<file path="config.mk">
export PLATFORM = sky130hd
export DESIGN_NAME = i2c_eeprom_slave
export DESIGN_NICKNAME = d
export VERILOG_FILES = /design/src/rtl/i2c_eeprom_slave.sv
export SDC_FILE = /design/constraint.sdc
export NUM_CORES = 2
export LEC_CHECK = 0
export CAP_MARGIN = 15
export CORE_MARGIN = 3
export CORE_UTILIZATION = 64
export DETAILED_ROUTE_END_ITERATION = 12
export HOLD_SLACK_MARGIN = 0.06
export PLACE_DENSITY = 0.8
export SYNTH_ARGS = -nofsm -noshare
export SYNTH_HDL_FRONTEND = slang
export SYNTH_SLANG_ARGS = --single-unit
</file>
<file path="constraint.sdc">
create_clock -name clk -period 5.1 [get_ports clk]
set_input_delay 1.02 -clock clk [delete_from_list [all_inputs] [get_ports clk]]
set_output_delay 1.02 -clock clk [all_outputs]
set_load 0.005 [all_outputs]
</file>
<file path="src/rtl/i2c_eeprom_slave.sv">
// I2C slave emulating a small byte-addressed serial EEPROM (24xx-style protocol).
// SCL/SDA are oversampled on clk; SDA is driven open-drain through sda_oe_o.
//
// state     | meaning
// ----------+------------------------------------------------------------
// IDLE      | not addressed, ignore bus until START
// DEV_ADDR  | shifting in device address + R/W
// ACK_DEV   | holding ACK for device address
// WORD_ADDR | shifting in word address
// ACK_WORD  | holding ACK for word address
// WR_DATA   | shifting in a write data byte
// ACK_WR    | holding ACK for write data byte
// RD_DATA   | shifting out a read data byte
// RD_MACK   | waiting for master ACK/NACK after a read byte
module i2c_eeprom_slave #(
  parameter logic [6:0]  ADDRESS   = 7'b1010000,
  parameter int unsigned MEM_DEPTH = 256
) (
  input  logic clk,
  input  logic rst_ni,
  input  logic scl_i,
  input  logic sda_i,
  output logic sda_oe_o
);

  localparam int unsigned AW = $clog2(MEM_DEPTH);

  typedef enum logic [3:0] {
    IDLE, DEV_ADDR, ACK_DEV, WORD_ADDR, ACK_WORD, WR_DATA, ACK_WR, RD_DATA, RD_MACK
  } state_e;

  state_e        state_q, state_d;
  logic [3:0]    cnt_q, cnt_d;
  logic [AW-1:0] ptr_q, ptr_d;
  logic [7:0]    shreg_q, shreg_d;
  logic          oe_q, oe_d;
  logic [1:0]    scl_sync_q, sda_sync_q;
  logic          scl_hist_q, sda_hist_q;
  logic [7:0]    mem_q [MEM_DEPTH];
  logic          mem_we;

  logic          scl_s, sda_s;
  logic          scl_rise, scl_fall, start_det, stop_det;
  logic [7:0]    shift_in;
  logic [AW-1:0] ptr_inc;

  assign scl_s     = scl_sync_q[1];
  assign sda_s     = sda_sync_q[1];
  assign scl_rise  = scl_s & ~scl_hist_q;
  assign scl_fall  = ~scl_s & scl_hist_q;
  assign start_det = scl_s & sda_hist_q & ~sda_s;
  assign stop_det  = scl_s & ~sda_hist_q & sda_s;
  assign shift_in  = {shreg_q[6:0], sda_s};
  assign ptr_inc   = ptr_q + AW'(1);
  assign sda_oe_o  = oe_q;

  always_comb begin
    state_d = state_q;
    cnt_d   = cnt_q;
    ptr_d   = ptr_q;
    shreg_d = shreg_q;
    oe_d    = oe_q;
    mem_we  = 1'b0;
    if (start_det) begin
      state_d = DEV_ADDR;
      cnt_d   = '0;
      oe_d    = 1'b0;
    end else if (stop_det) begin
      state_d = IDLE;
      cnt_d   = '0;
      oe_d    = 1'b0;
    end else begin
      case (state_q)
        DEV_ADDR, WORD_ADDR, WR_DATA: begin
          if (scl_rise && cnt_q != 4'd8) begin
            shreg_d = shift_in;
            cnt_d   = cnt_q + 4'd1;
            // The data byte is committed on its 8th rising edge, before the ACK.
            if (state_q == WR_DATA && cnt_q == 4'd7) begin
              mem_we = 1'b1;
              ptr_d  = ptr_inc;
            end
          end else if (scl_fall && cnt_q == 4'd8) begin
            cnt_d = '0;
            if (state_q == DEV_ADDR) begin
              if (shreg_q[7:1] == ADDRESS) begin
                oe_d    = 1'b1;
                state_d = ACK_DEV;
              end else begin
                state_d = IDLE;
              end
            end else if (state_q == WORD_ADDR) begin
              ptr_d   = shreg_q[AW-1:0];
              oe_d    = 1'b1;
              state_d = ACK_WORD;
            end else begin
              oe_d    = 1'b1;
              state_d = ACK_WR;
            end
          end
        end
        ACK_DEV: begin
          if (scl_fall) begin
            cnt_d = '0;
            if (shreg_q[0]) begin
              shreg_d = mem_q[ptr_q];
              oe_d    = ~mem_q[ptr_q][7];
              state_d = RD_DATA;
            end else begin
              oe_d    = 1'b0;
              state_d = WORD_ADDR;
            end
          end
        end
        ACK_WORD, ACK_WR: begin
          if (scl_fall) begin
            oe_d    = 1'b0;
            cnt_d   = '0;
            state_d = WR_DATA;
          end
        end
        RD_DATA: begin
          if (scl_rise && cnt_q != 4'd8) begin
            shreg_d = {shreg_q[6:0], 1'b0};
            cnt_d   = cnt_q + 4'd1;
          end else if (scl_fall) begin
            if (cnt_q == 4'd8) begin
              oe_d    = 1'b0;
              cnt_d   = '0;
              state_d = RD_MACK;
            end else begin
              oe_d = ~shreg_q[7];
            end
          end
        end
        RD_MACK: begin
          // cnt_q==1 marks "master ACKed, next byte already loaded".
          if (scl_rise && cnt_q == 4'd0) begin
            ptr_d = ptr_inc;
            if (!sda_s) begin
              shreg_d = mem_q[ptr_inc];
              cnt_d   = 4'd1;
            end else begin
              state_d = IDLE;
            end
          end else if (scl_fall && cnt_q == 4'd1) begin
            oe_d    = ~shreg_q[7];
            cnt_d   = '0;
            state_d = RD_DATA;
          end
        end
        default: ;
      endcase
    end
  end

  always_ff @(posedge clk or negedge rst_ni) begin
    if (!rst_ni) begin
      scl_sync_q <= 2'b11;
      sda_sync_q <= 2'b11;
      scl_hist_q <= 1'b1;
      sda_hist_q <= 1'b1;
      state_q    <= IDLE;
      cnt_q      <= '0;
      ptr_q      <= '0;
      shreg_q    <= '0;
      oe_q       <= 1'b0;
    end else begin
      scl_sync_q <= {scl_sync_q[0], scl_i};
      sda_sync_q <= {sda_sync_q[0], sda_i};
      scl_hist_q <= scl_s;
      sda_hist_q <= sda_s;
      state_q    <= state_d;
      cnt_q      <= cnt_d;
      ptr_q      <= ptr_d;
      shreg_q    <= shreg_d;
      oe_q       <= oe_d;
    end
  end

  always_ff @(posedge clk) begin
    if (mem_we) mem_q[ptr_q] <= shift_in;
  end

endmodule

</file>
==> impl_metrics.py <==
metrics = {
    "status": {
        "status": "finished, final reports clean",
    },
    "yosys": {
        "synthArstFlopShare_pct": 1.49,
        "syn_inst": 4916,
        "synth_most_common_cell": "edfxtp_1",
        "yosysUniqueCellTypes": 79,
        "netlist_area_um2": 98100,
        "syn_area_per_cell_um2": 20.0,
        "synth-edff-count": 2048,
        "synth-seq-cells": 2079,
        "synth_nets": 4927,
        "dominantRegCellSynth": "edfxtp_1",
        "synth_top_area_share_pct": 62.7,
        "yosys-top-cells-count": "2,048 x edfxtp_1, 1,130 x mux4_2, 309 x nor2_1",
        "yosysWarnings": 0,
        "synth_top_area_cell": "edfxtp_1",
        "ys_top_cells_by_area": "edfxtp_1 63%, mux4_2 26%, mux2i_1 1.8%",
        "yosysSeqAreaShare_pct": 63.5,
    },
    "finish": {
        "final_util_pct": 72.3,
        "finish.instance_area_um2": 110000,
        "nets": 5248,
        "instances_no_fill": 7468,
        "drive_gt1_share_pct": 37.0,
        "syn_to_final_growth_pct": 12.1,
    },
    "grt": {
        "grt.overflow.total": 0,
        "first_global_vias": 58800,
        "grt_pass1_wl_um": 464000,
        "grt_util_all_layers_pct": 42.6,
        "grt_start_max_net_pins": 127,
        "antenna_found_initial": 27,
    },
    "sta": {
        "whs_ns": 0.357,
        "max_clock_freq_ghz": 0.206,
        "hold_viol": 0,
        "drv_slew": 0,
        "finClkSkew_ns": 0.0582,
        "setup_viol": 0,
        "relSlewSlack_pct": 16.4,
        "rsz0062_at_grt": "no",
        "finalSetupTns_ns": 0,
        "min_period_over_period_pct": 95.0,
        "fin_crit_ns": 4.85,
        "finalWorstSetupSlack_ns": 0.253,
        "tightest_slew_ns": 1.25,
    },
    "power": {
        "power_density_nw_per_um2": 651,
        "p_leak_nw": 34.5,
        "total_power_mw": 71.6,
        "vdd.ir_drop.worst_mv": 0.678,
    },
    "worst_setup_path": {
        "critPathKind": "flop to flop",
        "ff2ff_path_depth": 9,
        "rrSetupSlack_ns": 0.25,
        "reg2reg_from": "cnt_q[0]$_DFFE_PN0P_",
        "end_kind": "flop",
        "start_kind": "flop",
        "r2r-end": "mem_q[95][3]$_DFFE_PP_",
        "arrival_ns": 5.41,
        "crit_fanout": 16,
        "required_ns": 5.66,
    },
    "die": {
        "rows": 143,
        "die_w_um": 398,
        "boundaryPins": 5,
        "die_h_um": 398,
        "start_util_pct": 64.5,
        "coreArea_um2": 152000,
        "die-area_um2": 158000,
    },
    "detailed_routing": {
        "vias": 60100,
        "drc_errors": 0,
        "first_pass_iters": 8,
        "ant_nets": 0,
        "routed_wirelength_um": 330000,
        "first_iter_violations": 11200,
        "wl_per_cell_um": 44.2,
        "vias_per_cell": 8.05,
    },
    "min_path": {
        "whs_path_depth": 0,
        "whs_endpoint": "scl_sync_q[1]$_DFF_PN1_",
        "hp-class": "flop to flop",
        "hp-start": "scl_sync_q[0]$_DFF_PN1_",
    },
    "placement": {
        "placedCellCount": 7055,
        "port_buffers": 4,
        "placedInstanceArea_um2": 103000,
        "dpl.hpwl_um": 209000,
        "preCtsSetupSlack_ns": 0.458,
        "finalWeightedCongestion": 1.05,
    },
    "clock_network": {
        "h-tree-depth": 4,
        "clock-root-buffer": "clkbuf_16",
        "post-cts-setup-buffers": 0,
        "insertion_delay_ns": 0.90,
        "cts_tree": "done",
        "hold_buffers": 0,
        "clock-sinks": 2079,
        "path_clk_slew_ns": 0.06,
        "cts_resized": 0,
        "clockBufferDepth": 3,
        "cts_made_buffers": 206,
    },
    "run": {
        "drv_cap": 0,
    },
}
logic make-up (layout without fill, tap and decap cells):
kind of cell             after synthesis  after routing  synth area share [%]
adder cells (fa/ha/maj)                7              7                0.0893
other                                  0             23                     0
AO/OA/AOI/OAI                        398            398                  2.87
buffers and inverters                401            900                  2.33
flip-flops                          2079           2079                  63.5
multiplexers                        1320           1320                  27.9
AND/OR/NAND/NOR                      700            700                  3.23
XOR/XNOR                              11             11                 0.106
flip-flops by register name (all words and copies together), names as in the netlist, 2 cells and up:
name,cells
shreg_q,8
cnt_q,4
scl_sync_q,2
mem_q,2048
state_q,4
ptr_q,8
sda_sync_q,2
layout make-up:
class,count,area [µm²]
diodes,23,57.6
clock inverters,143,1620
clock buffers,243,5290
well taps,2030,2540
repair buffers,504,4360
inverters,10,37.5
multi-input cells,2436,33700
flip-flops and latches,2079,62300
fillers,8609,42100
where the power goes:
group / internal, mW / switching (mW) / total (mW)
Clock: 8.75 / 6.77 / 15.5
Combinational: 13.5 / 20.7 / 34.2
Sequential: 20.9 / 0.985 / 21.9
layer usage:
| layer | global-route usage (%) | vias to the layer above | share of wire, % |
|---|---|---|---|
| li1 | - | 22000 | - |
| met1 | 56.5 | 30700 | 32 |
| met2 | 60.6 | 6187 | 44 |
| met3 | 17.9 | 1229 | 17 |
| met4 | 23.3 | 16 | 7.1 |
| met5 | 1.94 | - | 0.15 |
cell usage in the layout (no fill, tap or decap), types with 29 or more instances in the layout:
master,netlist,layout
buf_12,0,41
edfxtp_1,2048,2048
a21oi_1,73,73
clkbuf_1,115,37
clkbuf_16,0,206
clkinv_1,1,49
nor2_1,309,307
buf_4,51,454
clkinv_2,0,43
nand3_1,76,76
a22oi_1,119,119
mux4_2,1130,1130
nand2_1,152,143
nor3_1,30,29
mux2i_1,178,178
worst max path at each step:
| stage | start | endpoint | slack, ns | cells past startpoint |
|---|---|---|---|---|
| 6_report | cnt_q[0]$_DFFE_PN0P_ | mem_q[95][3]$_DFFE_PP_ | 0.25 | 9 |
| 5_1_grt | ptr_q[0]$_DFFE_PN0P_ | shreg_q[5]$_DFFE_PN0P_ | 0.15 | 10 |
| 4_1_cts | ptr_q[0]$_DFFE_PN0P_ | shreg_q[5]$_DFFE_PN0P_ | 0.37 | 9 |
| 3_5_place_dp | ptr_q[0]$_DFFE_PN0P_ | shreg_q[5]$_DFFE_PN0P_ | 0.46 | 9 |
| 3_3_place_gp | ptr_q[0]$_DFFE_PN0P_ | shreg_q[5]$_DFFE_PN0P_ | 0.40 | 9 |
| 2_1_floorplan | shreg_q[0]$_DFFE_PN0P_ | shreg_q[3]$_DFFE_PN0P_ | 0.36 | 6 |
worst max-delay path, stage by stage, from the launching register on:
cell      delay, ns
dfrtp_1        0.43
inv_1          0.09
ha_1           0.25
nand3b_1       0.23
nand2_1        0.18
or4_1          0.64
nor2_4         0.70
nand4_1        0.91
nor2_1         0.76
buf_4          0.33
(Power assumes the default switching activity.)
